$ cat src/rtl/axis_out_framer_pkg.sv
// Shared types and sizing helpers for the framed AXI4-Stream output stage.
package axiso_framer_pkg;

  localparam int AXISO_DATA_W = 24;

  typedef enum logic [1:0] {
    IDLE   = 2'd0,
    ACTIVE = 2'd1,
    DRAIN  = 2'd2
  } framer_state_e;

  typedef struct packed {
    logic [AXISO_DATA_W-1:0] data;
    logic                    tlast;
    logic                    tuser;
  } axiso_entry_t;

  // A geometry of 1 still needs a 1-bit counter
  function automatic int cnt_w(input int n);
    return (n > 1) ? $clog2(n) : 1;
  endfunction

  localparam int AXISO_COL_W = cnt_w(3840);
  localparam int AXISO_ROW_W = cnt_w(2160);

endpackage

$ cat src/rtl/axis_skid_buf.sv
// 2-entry buffer with registered input ready; output is driven from the head entry.
module axis_skid_buf #(
  parameter int W = 26
) (
  input  logic         clk,
  input  logic         rst_n,
  input  logic         en_next,
  input  logic         in_valid,
  output logic         in_ready,
  input  logic [W-1:0] in_data,
  output logic         out_valid,
  input  logic         out_ready,
  output logic [W-1:0] out_data,
  output logic [1:0]   occ_next
);

  logic [1:0][W-1:0] mem;
  logic              rptr, wptr;
  logic [1:0]        occ;
  logic              push, pop;

  assign push      = in_valid && in_ready;
  assign pop       = out_valid && out_ready;
  assign out_valid = (occ != 2'd0);
  assign out_data  = mem[rptr];
  assign occ_next  = occ + {1'b0, push} - {1'b0, pop};

  always_ff @(posedge clk or negedge rst_n) begin
    if (!rst_n) begin
      mem      <= '0;
      rptr     <= 1'b0;
      wptr     <= 1'b0;
      occ      <= 2'd0;
      in_ready <= 1'b0;
    end else begin
      if (push) begin
        mem[wptr] <= in_data;
        wptr      <= ~wptr;
      end
      if (pop) rptr <= ~rptr;
      occ      <= occ_next;
      // Ready looks one cycle ahead so it can be a flop
      in_ready <= en_next && (occ_next != 2'd2);
    end
  end

endmodule

$ cat src/rtl/axis_out_framer.sv
// Frames the unframed pixel stream: tuser on first pixel of a frame, tlast on row end.
// Optional beat counter port enabled by defining AXISO_BEAT_CNT_EN.
module axis_out_framer
  import axiso_framer_pkg::*;
#(
  parameter int AXISOUT_DATA_WIDTH = AXISO_DATA_W,
  parameter int DST_IMG_WIDTH      = 3840,
  parameter int DST_IMG_HEIGHT     = 2160
) (
  input  logic                            clk,
  input  logic                            rst_n,
  input  logic                            frame_start,
  input  logic                            s_axis_tvalid,
  output logic                            s_axis_tready,
  input  logic [AXISOUT_DATA_WIDTH-1:0]   s_axis_tdata,
  output logic                            m_axis_tvalid,
  input  logic                            m_axis_tready,
  output logic [AXISOUT_DATA_WIDTH-1:0]   m_axis_tdata,
  output logic [AXISOUT_DATA_WIDTH/8-1:0] m_axis_tkeep,
  output logic                            m_axis_tlast,
  output logic                            m_axis_tuser,
  output logic                            frame_busy,
  output logic                            frame_done
`ifdef AXISO_BEAT_CNT_EN
  ,output logic [31:0]                    beat_cnt
`endif
);

  localparam int COL_W = cnt_w(DST_IMG_WIDTH);
  localparam int ROW_W = cnt_w(DST_IMG_HEIGHT);
  localparam logic [COL_W-1:0] COL_LAST = COL_W'(DST_IMG_WIDTH - 1);
  localparam logic [ROW_W-1:0] ROW_LAST = ROW_W'(DST_IMG_HEIGHT - 1);

  framer_state_e    state;
  logic [COL_W-1:0] col;
  logic [ROW_W-1:0] row;
  axiso_entry_t     in_ent, out_ent;
  logic             s_hs, m_hs, row_end, frame_end, en_next;
  logic [1:0]       occ_next;

  assign s_hs      = s_axis_tvalid && s_axis_tready;
  assign m_hs      = m_axis_tvalid && m_axis_tready;
  assign row_end   = (col == COL_LAST);
  assign frame_end = row_end && (row == ROW_LAST);
  // Will the FSM be in ACTIVE next cycle; feeds the registered ready
  assign en_next   = (state == IDLE && frame_start) ||
                     (state == ACTIVE && !(s_hs && frame_end));

  assign in_ent.data  = s_axis_tdata;
  assign in_ent.tlast = row_end;
  assign in_ent.tuser = (col == '0) && (row == '0);

  axis_skid_buf #(.W($bits(axiso_entry_t))) u_buf (
    .clk       (clk),
    .rst_n     (rst_n),
    .en_next   (en_next),
    .in_valid  (s_axis_tvalid),
    .in_ready  (s_axis_tready),
    .in_data   (in_ent),
    .out_valid (m_axis_tvalid),
    .out_ready (m_axis_tready),
    .out_data  (out_ent),
    .occ_next  (occ_next)
  );

  assign m_axis_tdata = out_ent.data;
  assign m_axis_tlast = out_ent.tlast;
  assign m_axis_tuser = out_ent.tuser;
  assign m_axis_tkeep = '1;

  always_ff @(posedge clk or negedge rst_n) begin
    if (!rst_n) begin
      state      <= IDLE;
      col        <= '0;
      row        <= '0;
      frame_busy <= 1'b0;
      frame_done <= 1'b0;
    end else begin
      frame_done <= 1'b0;
      case (state)
        IDLE: if (frame_start) begin
          state      <= ACTIVE;
          col        <= '0;
          row        <= '0;
          frame_busy <= 1'b1;
        end
        ACTIVE: if (s_hs) begin
          if (row_end) begin
            col <= '0;
            if (frame_end) begin
              row   <= '0;
              state <= DRAIN;
            end else begin
              row <= row + 1'b1;
            end
          end else begin
            col <= col + 1'b1;
          end
        end
        DRAIN: if (occ_next == 2'd0) begin
          // Buffer empties this edge: done lines up with the cycle after the last pop
          frame_done <= 1'b1;
          frame_busy <= 1'b0;
          state      <= IDLE;
        end
        default: state <= IDLE;
      endcase
    end
  end

`ifdef AXISO_BEAT_CNT_EN
  always_ff @(posedge clk or negedge rst_n) begin
    if (!rst_n)                             beat_cnt <= '0;
    else if (state == IDLE && frame_start)  beat_cnt <= '0;
    else if (m_hs && beat_cnt != '1)        beat_cnt <= beat_cnt + 1'b1;
  end
`endif

endmodule
$ cat config.mk
export PLATFORM = sky130hd
export DESIGN_NAME = axis_out_framer
export DESIGN_NICKNAME = d
export VERILOG_FILES = /design/src/rtl/axis_out_framer_pkg.sv /design/src/rtl/axis_skid_buf.sv /design/src/rtl/axis_out_framer.sv
export SDC_FILE = /design/constraint.sdc
export NUM_CORES = 1
export LEC_CHECK = 0
export ABC_AREA = 1
export CORE_MARGIN = 2
export CORE_UTILIZATION = 28
export DETAILED_ROUTE_END_ITERATION = 16
export DONT_BUFFER_PORTS = 1
export GPL_ROUTABILITY_DRIVEN = 0
export HOLD_SLACK_MARGIN = 0.12
export PLACE_DENSITY = 0.5
export SLEW_MARGIN = 20
export SYNTH_ARGS = -nofsm -noshare
export SYNTH_HDL_FRONTEND = slang
export SYNTH_SLANG_ARGS = --single-unit
$ cat constraint.sdc
create_clock -name clk -period 2.45 [get_ports clk]
set_clock_uncertainty 0.1 [all_clocks]
set_input_delay 0.49 -clock clk [delete_from_list [all_inputs] [get_ports clk]]
set_output_delay 0.49 -clock clk [all_outputs]
set_load 0.03 [all_outputs]
Word level (Yosys, flattened, before mapping) --
Cells that the tools add are included.
Word-level totals: output and inout bits 33, flip-flop bits (word level) 85, input port bits 29, logic and storage cells 76
Operators by class: mux-type cells 24, magnitude comparators 3, add/subtract/negate cells 4, bitwise gates (word level) 2, reduce and logical (&&, ||, !) cells 22, equality and inequality tests 10
Operators with widths (count):
- 26-bit two-way mux | 3
- 12-bit two-way mux | 6
- 52-bit bitwise mux | 1
- 12-bit one-hot mux with 2 select lines | 2
- 26-bit demux with 1-bit select | 1
- 12-bit by 1-bit adder with 12-bit output (second input constant) | 2
- 12-bit == test (second input constant) | 2
- 12-bit zero test | 2
- 2-bit inequality test (second input constant) | 6
- 2-bit two-way mux | 5
- 1-bit logical AND | 9
- 2-bit one-hot mux with 3 select lines | 1
- 3-bit AND reduction | 2
- 2-bit nonzero test | 3
- 5-bit AND reduction | 1
- 2-bit zero test | 2
- 1-bit by 2-bit less-than comparator with 1-bit output (second input constant) | 2
- 1-bit two-way mux | 4
- 4-bit AND reduction | 1
- 2-bit by 1-bit adder with 2-bit output | 1
- 2-bit by 1-bit == test with 1-bit output (second input constant) | 1
- 2-bit == test (second input constant) | 1
- 1-bit inverter | 2
- 1-bit one-hot mux with 2 select lines | 1
- 4 further kinds | 4

Logic depth before layout (Yosys ltp) --
Gate-level depths: netlist of the first run.
word-level depth 7, mapped depth 13, depth with buffers taken out 13

Hierarchy --
A second synthesis of the first run with hierarchy kept.
Second synthesis, totals: cells, all modules 560, area, all modules 4456.8 µm²
By module, submodules not included:
- axis_skid_buf | cells an instance 307, area an instance 2612.5 µm², times used 1, seq. area each 1426.4 µm²
- axis_out_framer | cells an instance 253, area an instance 1844.3 µm², times used 1, seq. area each 700.7 µm²

Worst setup path after synthesis of the first run --
No wires, ideal clock.
path type register to register, from register u_buf.occ[1], to register state[1], period minus slack after synthesis 2.103 ns, setup time 0.123 ns, slack 0.347 ns, cell stages (with the launch flop) 13, arrival 1.880 ns, data required time 2.227 ns, cell sequence dfrtp_1 -> inv_1 -> nand2_1 -> nand2_1 -> inv_1 -> ha_1 -> inv_1 -> ha_1 -> xor2_1 -> xor2_1 -> inv_1 -> o21ai_0 -> nand2_1
On the way: cells in the longest elaborated chain, start to end 6
RTL lines:
- start, declared | line axis_skid_buf.sv:19 | logic [1:0] occ;
- start signal, assigned | line axis_skid_buf.sv:41 | occ <= occ_next;
- 2-bit nonzero test | line axis_skid_buf.sv:24 | assign out_valid = (occ != 2'd0);
- net m_axis_tvalid | line axis_out_framer.sv:16 | output logic m_axis_tvalid,
- 1-bit logical AND | line axis_skid_buf.sv:23 | assign pop = out_valid && out_ready;
- net u_buf.pop | line axis_skid_buf.sv:20 | logic push, pop;
- 2-bit by 1-bit subtractor with 2-bit output | line axis_skid_buf.sv:26 | assign occ_next = occ + {1'b0, push} - {1'b0, pop};
- net occ_next[1] | line axis_out_framer.sv:39 | logic [1:0] occ_next;
- 2-bit zero test | line axis_out_framer.sv:100 | DRAIN: if (occ_next == 2'd0) begin
- 2-bit inequality test (no line)
- 5-bit AND reduction (no line)
- end signal, assigned | line axis_out_framer.sv:92 | state <= DRAIN;
- end signal, assigned | line axis_out_framer.sv:104 | state <= IDLE;
- end signal, assigned | line axis_out_framer.sv:106 | default: state <= IDLE;
- end, declared | line axis_out_framer.sv:34 | framer_state_e state;
The timed path passes the listed nets, and every way through them passes these cells. A chain may end at the register's enable or synchronous reset.

Worst setup path after layout of the first run --
from register u_buf.rptr, to output port m_axis_tdata[18]
On the way: cells in the longest elaborated chain, start to end 2
RTL lines:
- start, declared | line axis_skid_buf.sv:18 | logic rptr, wptr;
- start signal, assigned | line axis_skid_buf.sv:40 | if (pop) rptr <= ~rptr;
- 26-bit two-way mux (implied by the code) (2 in series) | line axis_skid_buf.sv:25 | assign out_data = mem[rptr];
- end, declared | line axis_out_framer.sv:18 | output logic [AXISOUT_DATA_WIDTH-1:0] m_axis_tdata,
Every way passes these cells. The select of a mux whose other input is x is not followed.

==> results of run 1 <==
[report_power, final]
group | switching [uW] | total [uW] | internal (uW)
Sequential | 281 | 2170 | 1890
Combinational | 1540 | 2060 | 519
Clock | 551 | 1350 | 794
[worst max-delay path: stages, from the launching register on]
cell,delay (ns)
dfrtp_1,0.43
clkinv_1,0.06
buf_4,0.28
nand2_1,0.08
nand2_1,0.27
[worst paths after layout]
check                           startpoint          endpoint  slack, ns  cells after the start
max                             u_buf.rptr  m_axis_tdata[18]       0.38                      4
max in group asynchronous            rst_n     u_buf.mem[19]       2.41                      0
min reg2reg                  u_buf.mem[28]     u_buf.mem[28]       0.39                      2
min in group clk           s_axis_tdata[4]      u_buf.mem[6]       0.17                      2
min                                  rst_n        frame_done      -0.27                      0
max reg2reg                   u_buf.occ[1]          state[1]       0.41                     12
[cells in the final DEF (no fill, tap or decap)]
master / count
ha_1: 6
clkinvlp_4: 1
nor2_2: 1
xor2_1: 9
buf_4: 9
a21oi_1: 5
dfrtp_1: 85
nor3_1: 5
bufinv_16: 1
nand3_2: 1
clkbuf_16: 9
nand3b_1: 1
conb_1: 3
nor2_4: 2
clkinv_1: 1
and3_1: 1
nand2_4: 3
o21ai_0: 66
nand4_1: 9
clkinv_4: 2
clkbuf_1: 4
inv_1: 65
nand3_1: 29
o21ai_1: 2
nor2_1: 40
o22ai_1: 1
nand2_1: 210
[registers in the layout (all words and copies together), names as in the netlist]
name            flops
u_buf.occ           2
u_buf.rptr          1
frame_busy          1
u_buf.wptr          1
col                12
u_buf.mem          52
state               2
row                12
u_buf.in_ready      1
frame_done          1
[per-stage QoR]
stage                     utilization (%)  power (uW)
after global routing                 31.6        6020
final                                31.6        5570
after floorplan                         -        3850
after detailed placement             29.7        4290
after global placement               29.7        4230
after CTS                            31.6        5650
[kinds of logic after synthesis]
logic type                 count (synthesis)  share of synthesized area (%)
buffers and inverters                     90                           9.14
and+or+nand+nor                          302                           29.1
other                                      1                         0.0872
adders and majority gates                  6                           1.75
xor gates and xnor gates                   9                           1.83
AOI/OAI and AO/OA                         74                           8.64
DFF                                       85                           49.5
[area by class of cell]
| type | instances | area share (%) |
|---|---|---|
| Inverter | 67 | 5.39 |
| Tap cell | 188 | 4.94 |
| Sequential cell | 85 | 44.7 |
| Timing Repair Buffer | 9 | 1.42 |
| Clock buffer | 13 | 5.05 |
| Clock inverter | 3 | 0.972 |
| Multi-Input combinational cell | 394 | 37.6 |
[metal layers]
| layer | up-vias | part of all wire (%) | global-route usage [%] |
|---|---|---|---|
| li1 | 1756 | - | - |
| met4 | 0 | 1.3 | 4.40 |
| met2 | 75 | 45 | 18.8 |
| met3 | 8 | 4.2 | 3.05 |
| met5 | - | 0 | 0 |
| met1 | 1591 | 49 | 16.8 |
==> metrics.yaml, run 1 <==
run_status:
  status: "finished, violations left"
  failed_checks: "hold timing"
synth:
  ys_async_sr_fraction_pct: 100
  dominantRegCellSynth: "dfrtp_1"
  yosysTopAreaCell: "dfrtp_1"
  synth.distinct_cells: 27
  synth_area_um2: 4300
  synth_common_cells: "210 x nand2_1, 85 x dfrtp_1, 66 x o21ai_0, 65 x inv_1, 40 x nor2_1"
  ys_seq_area_share_pct: 49.5
  netlist_instances: 567
  synth_area_leaders: "dfrtp_1 49%, nand2_1 18%, o21ai_0 7.7%"
  synth_edf_count: 0
  ys_warn_count: 0
  synth_seq_cells: 85
  synth_most_common_cell: "nand2_1"
  synth_top_cell_area_share_pct: 49.5
  avgSynthCellArea_um2: 7.58
pwr:
  powerDensity_nw_per_um2: 1170
  ir_drop_v: 0.000321
  power.leakage_uw: 0.00242
cells_and_area:
  multi_input_area_um2: 1790
  diodes: 0
  regArea_um2: 2130
  final_cells: 759
  fin_nets: 601
  synthToLayoutAreaGrowth_pct: 10.7
  final_layout_size_suffix_gt1_share_pct: 5.08
  design_area_um2: 4760
  fill_cells: 1624
timing:
  rsz0062_at_grt: "false"
  period_share_pct: 84.7
  finalWorstSetupSlack_ns: 0.375
  max_freq_mhz: 482
  hold_violations: 85
  post-route-min-period_ns: 2.07
  report.final.slew_viol_count: 0
  hold_ws_ns: -0.265
  setup_viol: 0
  setup_tns_ns: 0
routing:
  via_per_inst: 4.52
  wl_per_cell_um: 12.6
  route.detailed.drc: 0
  wl_um: 9580
  drt_iter0_drc: 293
  ant_nets: 0
  drt-pass1-iter-count: 5
  via_count: 3430
cts:
  max-clock-path-buffers: 2
  h-tree-depth: 3
  clock-root-buffer: "clkbuf_16"
  clkSlewWorstSetupHoldPaths_ns: 0.07
  cts_buffers: 9
  post_cts_buffers: 0
  numClockSinks: 85
  cts_resized: 0
  cts_tree: "yes"
  clk_latency_ns: 0.35
placed_design:
  dpl-instance-area_um2: 4470
  dp.cells: 743
  numPortBuffers: 0
  dpl.hpwl_um: 6680
  pre_cts_ws_ns: 0.387
setup_path:
  arrival_ns: 1.48
  end_kind: "output pin"
  worstPathRequired_ns: 1.86
  critical_path_class: "flip-flop to output pin"
  cp_max_fo: 25
  start_kind: "flip-flop"
global_route:
  antenna_found_initial: 0
  grt_max_degree: 86
  track_usage_pct: 12.3
  overflow: 0
  grt_pass1_vias: 3200
  grt_pass1_wl_um: 16000
floorplanning:
  fp.dieArea_um2: 16400
  core_um2: 15100
  die_x_um: 128
  io_pins: 62
  core.rowCount: 45
  initial_core_util_pct: 28.5
  die_height_um: 128
min_path:
  hold_path_class: "input port to async pin"
run:
  drv_cap: 0
(Power assumes the default switching activity.)
==> inputs of run 2 (changes only) <==
==> constraint.sdc (replaced) <==
create_clock -name clk -period 2.05 [get_ports clk]
set_clock_uncertainty 0.1 [all_clocks]
set_input_delay 0.41 -clock clk [delete_from_list [all_inputs] [get_ports clk]]
set_output_delay 0.41 -clock clk [all_outputs]
set_load 0.03 [all_outputs]
==> run 2 against run 1 <==
  * The run still ends with hold timing left
  * Final area increased by 3.1%
  * Critical path type is now flip-flop to flip-flop
  * Sequential share of layout area decreased by 1.3 points
  * Sequential cell count unchanged
  * Die area unchanged
==> metrics.yaml, run 2 (synthesis results as in run 1) <==
run_status:
  status: "finished, violations left"
  failed_checks: "hold timing"
global_route:
  grt_max_degree: 86
  antenna_found_initial: 0
  overflow: 0
  track_usage_pct: 12.5
  grt_pass1_vias: 3362
  grt_pass1_wl_um: 16400
cells_and_area:
  fill_cells: 1619
  diodes: 0
  layout_commonest_cell: "nand2_1"
  final_layout_size_suffix_gt1_share_pct: 7.93
  top_register: "u_buf.mem"
  mostFrequentLayoutCells: "208 x nand2_1, 85 x dfrtp_1, 65 x o21ai_0"
  largest_register_ffs: 52
  fin_nets: 610
  reg_top3: "u_buf.mem: 52 flops, col: 12 flops, row: 12 flops"
  final_util_pct: 32.5
  synthToLayoutAreaGrowth_pct: 14.1
routing:
  ant_nets: 0
  wl_um: 9640
  route.detailed.drc: 0
  via_per_inst: 4.49
  drt_iter0_drc: 189
  via_count: 3446
  drt-pass1-iter-count: 4
  wl_per_cell_um: 12.5
  wl_met2_um: 4410
  wl_met1_um: 4700
  dr.max_layer_used: "met4"
  met3_length_um: 425
setup_path:
  worstPathRequired_ns: 2.18
  start_kind: "flip-flop"
  cp_top_family: "adder cells"
  slowest_delay_ns: 0.38
  slowest_stage: "dfrtp_1"
  end_kind: "flip-flop"
  critical_path_class: "flip-flop to flip-flop"
  arrival_ns: 2.06
  critPathBufInv: 4
  cp_max_fo: 3
  cp_cell_sequence: "inv_2 > nand2_2 > nand2_2 > inv_2 > ha_4 > inv_1 > ha_2 > xor2_1 > xor2_1 > inv_1 > o21ai_1 > nand2_1"
cts:
  numClockSinks: 85
  h-tree-depth: 3
  clock-root-buffer: "clkbuf_16"
  clkSlewWorstSetupHoldPaths_ns: 0.06
  hold_buffers: 2
  max-clock-path-buffers: 2
  clk_latency_ns: 0.33
  cts_tree: "yes"
  cts_buffers: 9
timing:
  report.final.slew_viol_count: 0
  setup_viol: 0
  period_share_pct: 94.4
  post-route-min-period_ns: 1.93
  finalWorstSetupSlack_ns: 0.115
  max_freq_mhz: 517
  hold_ws_ns: -0.332
  hold_violations: 85
pwr:
  combPwrFrac_pct: 38.0
  powerDensity_nw_per_um2: 1420
  p_int_uw: 4070
  clkPwrFrac_pct: 25.0
  power.leakage_uw: 0.00249
  swShare_pct: 41.5
  seqPwrFrac_pct: 37.0
  power_switching_uw: 2900
  ir_drop_v: 0.000436
  finalPower_uw: 6970
floorplanning:
  initial_core_util_pct: 28.5
  fp.dieArea_um2: 16400
  io_pins: 62
  die_x_um: 128
  core.rowCount: 45
  die_height_um: 128
  core_um2: 15100
placed_design:
  pre_cts_ws_ns: 0.0220
  numPortBuffers: 0
  dpl.hpwl_um: 6610
run:
  drv_cap: 0
min_path:
  hold_path_class: "input port to async pin"
-- run 2: layout make-up --
type,count,area [um2],area share [%]
Clock buffer,10,229,4.66
Clock inverter,6,87.6,1.78
Inverter,67,256,5.23
Multi-Input combinational cell,394,1810,36.8
Sequential cell,85,2130,43.3
Tap cell,188,235,4.79
Timing Repair Buffer,18,165,3.36
-- run 2: per-layer routing --
| layer | track usage, % | vias to the layer above |
|---|---|---|
| met2 | 20.2 | 65 |
| li1 | - | 1774 |
| met1 | 16.5 | 1597 |
| met4 | 5.24 | 0 |
| met3 | 2.30 | 10 |
| met5 | 0 | - |
-- run 2: power groups by stage --
stage               logic (uW)  registers [uW]  clock network [uW]
floorplan                 2060            2540                   0
global placement          2550            2580                   0
detailed placement        2600            2600                   0
CTS                       2600            2580                1800
global route              3010            2660                1860
finish                    2650            2580                1740
-- run 2: final timing paths --
path	slack, ns	end	startpoint	cells past startpoint
worst max-delay path	0.12	state[1]	u_buf.occ[1]	12
worst min-delay path	-0.33	u_buf.mem[44]	rst_n	0
worst max register to register	0.12	state[1]	u_buf.occ[1]	12
worst min register to register	0.38	u_buf.mem[39]	u_buf.mem[39]	2
max in group asynchronous	2.02	u_buf.mem[23]	rst_n	0
min in group clk	0.14	u_buf.mem[16]	s_axis_tdata[14]	2
-- run 2: what timing repair did --
item,4_1_cts,5_1_grt
setup buffers,0,4
hold endpoints to repair,89,85
gates resized for setup,0,7
endpoints found under the setup margin,0,3
-- run 2: through the flow --
step | cell area [um2] | cells | hold WS [ns] | TNS, ns
CTS | 4860 | 764 | -0.349 | 0
global route | 4910 | 768 | -0.354 | -0.0113
floorplan | 4310 | 569 | 0.0144 | 0
global placement | 4520 | 746 | 0.0169 | 0
detailed placement | 4520 | 746 | 0.0164 | 0
finish | 4910 | 768 | -0.332 | 0
